File: config.mk
export PLATFORM = sky130hd
export DESIGN_NAME = shift_pipe_unit_flat
export DESIGN_NICKNAME = d
export VERILOG_FILES = /design/src/rtl/shift_pipe_unit_if.sv /design/src/rtl/shift_pipe_unit.sv /design/src/flat_wrapper.sv
export SDC_FILE = /design/constraint.sdc
export NUM_CORES = 1
export LEC_CHECK = 0
export ABC_AREA = 0
export CORE_MARGIN = 2
export CORE_UTILIZATION = 45
export DETAILED_ROUTE_END_ITERATION = 6
export PLACE_DENSITY = 0.75
export SLEW_MARGIN = 20
export SYNTH_ARGS = -nofsm -noshare
export SYNTH_HDL_FRONTEND = slang
export SYNTH_SLANG_ARGS = --single-unit
File: constraint.sdc
create_clock -name clk -period 1.9 [get_ports clk]
set_clock_uncertainty 0.2 [all_clocks]
set_input_delay 0.285 -clock clk [delete_from_list [all_inputs] [get_ports clk]]
set_output_delay 0.285 -clock clk [all_outputs]
set_load 0.05 [all_outputs]
File: src/rtl/shift_pipe_unit_if.sv
// shift_pipe_unit_if: request/response bundle for the EX-stage shifter.
//   Request  : in_valid/in_ready handshake carrying data, shamt, op, in_tag.
//   Response : out_valid/out_ready handshake carrying dataOut, out_tag.
//   master - the issuing/consuming side (issue logic, result mux).
//   slave  - the shifter itself.
interface shift_pipe_unit_if #(
  parameter int TAG_W = 5
);
  logic             in_valid;
  logic             in_ready;
  logic [31:0]      data;
  logic [4:0]       shamt;
  logic [1:0]       op;
  logic [TAG_W-1:0] in_tag;
  logic             out_valid;
  logic             out_ready;
  logic [31:0]      dataOut;
  logic [TAG_W-1:0] out_tag;

  modport master (
    output in_valid, data, shamt, op, in_tag, out_ready,
    input  in_ready, out_valid, dataOut, out_tag
  );

  modport slave (
    input  in_valid, data, shamt, op, in_tag, out_ready,
    output in_ready, out_valid, dataOut, out_tag
  );
endinterface

File: src/rtl/shift_pipe_unit.sv
// shift_pipe_unit: two-stage pipelined 32-bit barrel shifter (SLL/SRL/SRA/ROTR).
//   Stage 1 applies the 16/8-bit levels (shamt[4:3]); stage 2 the 4/2/1-bit
//   levels (shamt[2:0]) and registers the result for the ALU result mux.
// Ports:
//   clk   - clock, all state on the rising edge
//   rst   - asynchronous active-low reset
//   bus   - slave side of shift_pipe_unit_if (request + response handshakes)
//   busy  - high while either stage holds a valid entry
module shift_pipe_unit #(
  parameter int TAG_W = 5
) (
  input  logic                clk,
  input  logic                rst,
  shift_pipe_unit_if.slave    bus,
  output logic                busy
);
  localparam int STAGES = 2;

  typedef enum logic [1:0] {
    OP_SLL  = 2'b00,
    OP_SRL  = 2'b01,
    OP_SRA  = 2'b10,
    OP_ROTR = 2'b11
  } op_e;

  // One barrel level: shift/rotate x by the constant n when en is set.
  // sgn is the operand's original sign bit so SRA fill stays correct even
  // though the level is applied to an already-shifted partial result.
  function automatic logic [31:0] lvl(input logic [31:0] x, input logic en,
                                      input logic [1:0] op, input logic sgn,
                                      input int unsigned n);
    logic [31:0] r;
    logic [31:0] hi_mask;
    r       = x;
    hi_mask = ~(32'hFFFF_FFFF >> n);
    if (en) begin
      case (op)
        OP_SLL:  r = x << n;
        OP_SRL:  r = x >> n;
        OP_SRA:  r = (x >> n) | (hi_mask & {32{sgn}});
        default: r = (x >> n) | (x << (32 - n));
      endcase
    end
    return r;
  endfunction

  // vld_pipe[1] = stage 1 valid, vld_pipe[2] = stage 2 valid (= out_valid)
  logic [STAGES:1]  vld_pipe;
  logic [31:0]      s1_data;
  logic [2:0]       s1_shamt;
  logic [1:0]       s1_op;
  logic             s1_sign;
  logic [TAG_W-1:0] s1_tag;
  logic [31:0]      s2_data;
  logic [TAG_W-1:0] s2_tag;

  logic s1_adv, s2_adv;
  logic [31:0] l16, l8, l4, l2, l1;

  // Stall chain: a stage may load when it is empty or its successor moves.
  assign s2_adv = !vld_pipe[2] || bus.out_ready;
  assign s1_adv = !vld_pipe[1] || s2_adv;

  assign bus.in_ready  = s1_adv;
  assign bus.out_valid = vld_pipe[2];
  assign bus.dataOut   = s2_data;
  assign bus.out_tag   = s2_tag;
  assign busy          = |vld_pipe;

  // Stage 1 combinational levels
  assign l16 = lvl(bus.data, bus.shamt[4], bus.op, bus.data[31], 16);
  assign l8  = lvl(l16,      bus.shamt[3], bus.op, bus.data[31], 8);

  // Stage 2 combinational levels
  assign l4 = lvl(s1_data, s1_shamt[2], s1_op, s1_sign, 4);
  assign l2 = lvl(l4,      s1_shamt[1], s1_op, s1_sign, 2);
  assign l1 = lvl(l2,      s1_shamt[0], s1_op, s1_sign, 1);

  always_ff @(posedge clk or negedge rst) begin
    if (!rst) begin
      vld_pipe <= '0;
      s1_data  <= '0;
      s1_shamt <= '0;
      s1_op    <= '0;
      s1_sign  <= 1'b0;
      s1_tag   <= '0;
      s2_data  <= '0;
      s2_tag   <= '0;
    end else begin
      if (s1_adv) vld_pipe[1] <= bus.in_valid;
      if (s2_adv) vld_pipe[2] <= vld_pipe[1];
      if (s1_adv && bus.in_valid) begin
        s1_data  <= l8;
        s1_shamt <= bus.shamt[2:0];
        s1_op    <= bus.op;
        s1_sign  <= bus.data[31];
        s1_tag   <= bus.in_tag;
      end
      if (s2_adv && vld_pipe[1]) begin
        s2_data <= l1;
        s2_tag  <= s1_tag;
      end
    end
  end
endmodule

File: src/flat_wrapper.sv
// flat-port wrapper written by rule: the top's interface ports become plain ports
module shift_pipe_unit_flat 
#(
  parameter int TAG_W = 5
)
  (clk, rst, busy, bus_in_valid, bus_data, bus_shamt, bus_op, bus_in_tag, bus_out_ready, bus_in_ready, bus_out_valid, bus_dataOut, bus_out_tag);
  shift_pipe_unit_if #(.TAG_W(TAG_W)) bus_i ();
  input  logic clk;
  input  logic rst;
  output logic busy;
  input wire logic [$bits(bus_i.in_valid)-1:0] bus_in_valid;
  input wire logic [$bits(bus_i.data)-1:0] bus_data;
  input wire logic [$bits(bus_i.shamt)-1:0] bus_shamt;
  input wire logic [$bits(bus_i.op)-1:0] bus_op;
  input wire logic [$bits(bus_i.in_tag)-1:0] bus_in_tag;
  input wire logic [$bits(bus_i.out_ready)-1:0] bus_out_ready;
  output wire logic [$bits(bus_i.in_ready)-1:0] bus_in_ready;
  output wire logic [$bits(bus_i.out_valid)-1:0] bus_out_valid;
  output wire logic [$bits(bus_i.dataOut)-1:0] bus_dataOut;
  output wire logic [$bits(bus_i.out_tag)-1:0] bus_out_tag;
  assign bus_i.in_valid = bus_in_valid;
  assign bus_i.data = bus_data;
  assign bus_i.shamt = bus_shamt;
  assign bus_i.op = bus_op;
  assign bus_i.in_tag = bus_in_tag;
  assign bus_i.out_ready = bus_out_ready;
  assign bus_in_ready = bus_i.in_ready;
  assign bus_out_valid = bus_i.out_valid;
  assign bus_dataOut = bus_i.dataOut;
  assign bus_out_tag = bus_i.out_tag;
  shift_pipe_unit #(.TAG_W(TAG_W)) u_core (.clk(clk), .rst(rst), .bus(bus_i), .busy(busy));
endmodule
Yosys cells after proc, flatten, opt, wreduce, memory -nomap -nowiden. Cells that the tools add are included. W data, S select, Z words.

Eq/ne operators: 4. Reductions and logical operators: 9. Muxes and demuxes: 10. Bitwise logic cells: 10.

Operator list (count): $pmux W32 S3 (5); $mux W32 (5); $or A16 B32 Y32 (2); $or A24 B32 Y32 (2); $or A28 B32 Y32 (2); $or A30 B32 Y32 (2); $or A31 B32 Y32 (2); $eq A2 B1 Y1 const B (2); $eq A2 B2 Y1 const B (2); $logic_not A2 Y1 (2); $logic_and A1 B1 Y1 (2); $logic_not A1 Y1 (2); $logic_or A1 B1 Y1 (2); $reduce_or A2 Y1 (1).

Register bits: 82. Word-level logic and storage cells: 42. Output and inout port bits: 40. Input bits: 48.

Depth between registers and ports, before layout. Gate-level depths: netlist (run 1).

Depth after elaboration: 9. Gate-level depth with buffers: 9. Mapped depth without buffers: 5.

Least setup slack after synthesis (run 1). OpenSTA, ideal clock, no wires.

Kind: register -> register. Start: register u_core.vld_pipe[2] in the netlist's numbering. End: register u_core.s1_data[25]. Clock period less this slack: 2542 ps. Setup slack: -642 ps. Data required time: 1605 ps. Stages on the path, launching flop included: 7. Library setup time: 95 ps. Buffers on the path: 2. Data arrival time: 2246 ps. Cell sequence: dfrtp_1 nand3b_1 nand2_1 buf_1 clkbuf_1 nand2_1 o31ai_1.

Longest elaborated chain between the ends: 4.

RTL lines: from (decl) (RTL line shift_pipe_unit.sv:48) `logic [STAGES:1] vld_pipe;`; $logic_not A1 Y1 (RTL line shift_pipe_unit.sv:61) `assign s2_adv = !vld_pipe[2] || bus.out_ready;`; $logic_or A1 B1 Y1 (RTL line shift_pipe_unit.sv:61); $logic_or A1 B1 Y1 (RTL line shift_pipe_unit.sv:62) `assign s1_adv = !vld_pipe[1] || s2_adv;`; via bus_in_ready (RTL line flat_wrapper.sv:17) `output wire logic [$bits(bus_i.in_ready)-1:0] bus_in_ready;`; $logic_and A1 B1 Y1 (RTL line shift_pipe_unit.sv:92) `if (s1_adv && bus.in_valid) begin`; to (signal assigned) (RTL line shift_pipe_unit.sv:93) `s1_data <= l8;`; to (decl) (RTL line shift_pipe_unit.sv:49) `logic [31:0] s1_data;`.

The timed path passes the listed nets, and every way through them passes these cells. A chain may end at the register's enable or synchronous reset.

Worst setup path after layout (run 1).
Start: register u_core.s1_op[1]. End: register u_core.s2_data[4] (netlist: u_core.bus.dataOut[4]).

Longest elaborated chain between the ends: 9. Elaborated cells between the ends (all ways): 13. Classes of those cells: eq/ne (2); mux (6); bitwise (4); reduce/logical (1).

RTL lines: from (decl) (RTL line shift_pipe_unit.sv:51) `logic [1:0] s1_op;`; from (signal assigned) (RTL line shift_pipe_unit.sv:95) `s1_op <= bus.op;`; $eq A2 B2 Y1 (tied with other cells) (RTL line shift_pipe_unit.sv:37) `case (op)`; $pmux W32 S3 (RTL line shift_pipe_unit.sv:37); $mux W32 (RTL line shift_pipe_unit.sv:36) `if (en) begin`; $or A30 B32 Y32 (on tied branches) (RTL line shift_pipe_unit.sv:41, shift_pipe_unit.sv:40); $pmux W32 S3 (RTL line shift_pipe_unit.sv:37); $mux W32 (RTL line shift_pipe_unit.sv:36); $or A31 B32 Y32 (on tied branches) (RTL line shift_pipe_unit.sv:41, shift_pipe_unit.sv:40); $pmux W32 S3 (RTL line shift_pipe_unit.sv:37); $mux W32 * (RTL line shift_pipe_unit.sv:36); to (signal assigned) (RTL line shift_pipe_unit.sv:100) `s2_data <= l1;`; to (decl) (RTL line shift_pipe_unit.sv:54) `logic [31:0] s2_data;`.

Every way passes the cells marked *; elsewhere a longest branch is shown, timed or not.

==> impl_metrics.csv, run 1 <==
group,metric,value,unit
sta,timing.final.ws_setup,-0.2719,ns
sta,relSlewSlack,57.31,%
outcome,violations,"negative setup slack",
drt,drc,0,
sta,drv_slew,0,
drt,num_vias,9402,
synthesis,synth_area,7438,µm²
cells_and_area,final_area,11980,µm²
critical_path,critPathKind,"reg2reg",
cells_and_area,final_cell_mix,"buf_4 (269), nand2_1 (131), nor2_1 (87)",
critical_path,rrSetupSlack,-0.27,ns
critical_path,crit_path_end_kind,"flip-flop",
placement,dpl_cell_area,10240,µm²
synthesis,synthCells,984,
cells_and_area,final_common_cell,"buf_4",
drt,drtIter0Drc,985,
synthesis,synth_cell_types,68,
sta,hold_viol,0,
floorplan,start_util,45.50,%
floorplan,dieArea,17570,µm²
critical_path,r2r_start,"u_core.s1_op[1]$_DFFE_PN0P_",
drt,routed_wl,33.93,mm
clock_tree,clk_latency,0.36,ns
clock_tree,h-tree-depth,3,
drt,vias_per_cell,6.272,
pwr,power,0.01136,W
pwr,power.density,947.7,nW/µm²
floorplan,io-pin-count,88,
floorplan,die_h,132.6,µm
sta,finalCritPeriodShare,114.3,%
placement,io_buffers,87,
critical_path,path_delay_family,"compound AO/OA/AOI/OAI gates",
critical_path,crit_chain,"buf_12 > or2_4 > buf_12 > mux2i_1 > o21ai_1 > a221oi_2 > a21oi_1",
clock_tree,clock_sinks,82,
sta,setup_viol,32,
sta,worstMarginPinSlew,0.6404,ns
critical_path,r2r_cells,7,
critical_path,cp.required,1.94,ns
placement,hpwlAfterDp,24.69,mm
cells_and_area,fillers,1260,
global_routing,grt_start_max_net_pins,83,
placement,gp_congestion,0.9922,
critical_path,slowest_delay,0.44,ns
synthesis,synth_seq_area_share,27.59,%
clock_tree,cts.clk_slew.worst_paths,0.07,ns
floorplan,rows,47,
critical_path,crit_top_cell,"buf_12",
cells_and_area,syn_to_final_growth,61.08,%
critical_path,critPathLaunchType,"flip-flop",
cells_and_area,drive_above_1_share,43.24,%
drt,wl_per_cell,22.64,µm
critical_path,crit_slowest_cell,"dfrtp_2",
drt,drtPass1Iterations,6,
floorplan,die_x,132.6,µm
synthesis,ys_async_sr_fraction,100.0,%
run,maxCapViolCount,0,
floorplan,core_area,16350,µm²
global_routing,antenna_found_initial,0,
synthesis,ys_ff_latch,82,
synthesis,syn_nets,1032,
synthesis,synth.avg_cell_area,7.559,µm²
global_routing,grt_pass1_vias,8765,
critical_path,cp.arrival,2.21,ns
outcome,status,"finished, violations left",
critical_path,cp_num_buf_inv,2,
global_routing,grt-ovfl-total,0,
sta,fmax,460.4,MHz
pwr,p_leak,5.133,nW
sta,rsz0062_at_grt,"true",
synthesis,synth_warnings,0,
pwr,vdd_drop_max,0.5447,mV
clock_tree,root_buffer,"clkbuf_16",
cells_and_area,finalCoreUtilization,73.29,%
cells_and_area,nets,1322,
clock_tree,cts.path.max_buffers,2,
sta,fin_crit,2.172,ns
clock_tree,cts_tree,"built",
global_routing,grt_first_pass_wirelength,49.85,mm
critical_path,r2r-end,"u_core.bus.dataOut[4]$_DFFE_PN0P_",
clock_tree,cts_buffers,9,
critical_path,critPathMaxFanout,21,
global_routing,grt_use_total,36.57,%
synthesis,synth_ff_type,"dfrtp_1",
drt,drtAntennaViolNets,0,
cells_and_area,antennaDiodeCount,0,
hold_path,hp-class,"in2async",
synthesis,synth_edf_count,0,
## routing by layer
| layer | routed length [µm] | share of wire, % | vias to the layer above | GRT usage [%] |
|---|---|---|---|---|
| met1 | 13280 | 39 | 4428 | 46.65 |
| met5 | 0 | 0 | - | 0 |
| met2 | 15670 | 46 | 568 | 59.47 |
| li1 | - | - | 4246 | - |
| met4 | 2315 | 6.8 | 0 | 20.13 |
| met3 | 2669 | 7.9 | 160 | 5.670 |
## power by group
| part | leakage [nW] | internal [W] | switching (W) |
|---|---|---|---|
| registers | 0.972 | 0.00215 | 0.000405 |
| clock network | 0.147 | 0.00103 | 0.000816 |
| logic | 4.01 | 0.00303 | 0.00393 |
| total | 5.13 | 0.00621 | 0.00515 |
## cell type report
| class | count | area (µm²) | area share [%] |
|---|---|---|---|
| Inverter | 8 | 35.03 | 0.2924 |
| Clock buffer | 9 | 225.2 | 1.880 |
| Clock inverter | 7 | 73.82 | 0.6161 |
| Timing Repair Buffer | 372 | 3401 | 28.38 |
| Sequential cell | 82 | 2063 | 17.22 |
| Tap cell | 220 | 275.3 | 2.297 |
| Multi-Input combinational cell | 801 | 5908 | 49.31 |
## Yosys cell counts (all sizes together), types with 3 or more instances
master   number  area (µm²)
a2111oi       4       36.29
a211oi       24       180.2
a21o         13       97.59
a21oi        82       410.4
a221oi       12       105.1
a22o         11       96.34
a22oi        12       90.09
a311oi        8       70.07
a31o          3       26.28
a31oi        47       309.0
a32oi         3       26.28
a41oi         4       35.03
and2          5       31.28
and3         13       81.33
buf          46       299.0
clkbuf       47       187.7
dfrtp        82        2052
inv           8       30.03
mux2         27       304.0
mux2i        32       320.3
mux4          6       135.1
nand2       147       551.8
nand2b       15       93.84
nand3        21       105.1
nand4         8       50.05
nor2        100       394.1
nor2b        30       187.7
nor3          7       35.03
o2111ai       5       43.79
o211ai        5       37.54
o21a          3       22.52
o21ai        79       399.1
o221ai        6       52.55
o22a          3       26.28
o22ai        14       87.58
o31ai         9       67.56
or2           6       37.54
or3           3       18.77
or3b         14       122.6
## stage by stage
| step | hold WS [ns] | TNS [ns] | cells | setup WS [ns] |
|---|---|---|---|---|
| 3_3_place_gp | 0.1460 | -17.34 | 1458 | -0.3981 |
| 2_1_floorplan | -0.2106 | -6.209 | 984 | -0.1789 |
| 4_1_cts | 0.2825 | -4.174 | 1488 | -0.2408 |
| 5_1_grt | 0.3124 | -6.799 | 1499 | -0.3263 |
| 3_5_place_dp | 0.1544 | -18.75 | 1458 | -0.4390 |
| 6_report | 0.2582 | -5.095 | 1499 | -0.2719 |
## flip-flops by register name (all words and copies together), names as in the netlist
| register | flops |
|---|---|
| u_core.s1_sign | 1 |
| u_core.s1_op | 2 |
| u_core.s1_tag | 5 |
| u_core.s1_shamt | 3 |
| u_core.bus.dataOut | 32 |
| u_core.s1_data | 32 |
| u_core.vld_pipe | 2 |
| u_core.bus.out_tag | 5 |
## worst reg2reg max path, stage by stage, from the launching register on
cell	delay (ns)
dfrtp_2	0.44
buf_12	0.17
or2_4	0.26
buf_12	0.16
mux2i_1	0.26
o21ai_1	0.14
a221oi_2	0.31
a21oi_1	0.11
## cell families after synthesis
| group | after synthesis | share of synthesized area [%] |
|---|---|---|
| buffers and inverters | 101 | 6.947 |
| and+or+nand+nor | 374 | 23.57 |
| muxes | 65 | 10.21 |
| AOI/OAI and AO/OA | 362 | 31.69 |
| DFF | 82 | 27.59 |
## timing repair
action,CTS,global route
hold buffers,1,0
cloned,1,3
pin swaps,23,42
hold endpoints to repair,82,0
endpoints found under the setup margin,35,55
gates resized for setup,121,139
setup buffers,12,10
## how the worst max path moves through the flow
stage               depth (start not counted)                                  to                            from
detailed placement                          8  u_core.bus.dataOut[31]$_DFFE_PN0P_                   bus_out_ready
global route                                8  u_core.bus.dataOut[29]$_DFFE_PN0P_     u_core.s1_op[1]$_DFFE_PN0P_
finish                                      7   u_core.bus.dataOut[4]$_DFFE_PN0P_     u_core.s1_op[1]$_DFFE_PN0P_
global placement                            8  u_core.bus.dataOut[31]$_DFFE_PN0P_                   bus_out_ready
CTS                                         6   u_core.bus.dataOut[6]$_DFFE_PN0P_  u_core.s1_shamt[2]$_DFFE_PN0P_
floorplan                                   4         u_core.s1_op[0]$_DFFE_PN0P_  u_core.vld_pipe[2]$_DFFE_PN0P_
Note: power is estimated with default switching activity, not from simulation.
==> run 2, diff against run 1 <==
--- a/config.mk
+++ b/config.mk
@@ -8,6 +8,7 @@
 export ABC_AREA = 0
 export CORE_MARGIN = 2
 export CORE_UTILIZATION = 45
+export CTS_CLUSTER_DIAMETER = 50
 export DETAILED_ROUTE_END_ITERATION = 6
 export PLACE_DENSITY = 0.75
 export SLEW_MARGIN = 20
==> results of run 2 <==
Final layout, timing and power as in run 1 (identical DEF).
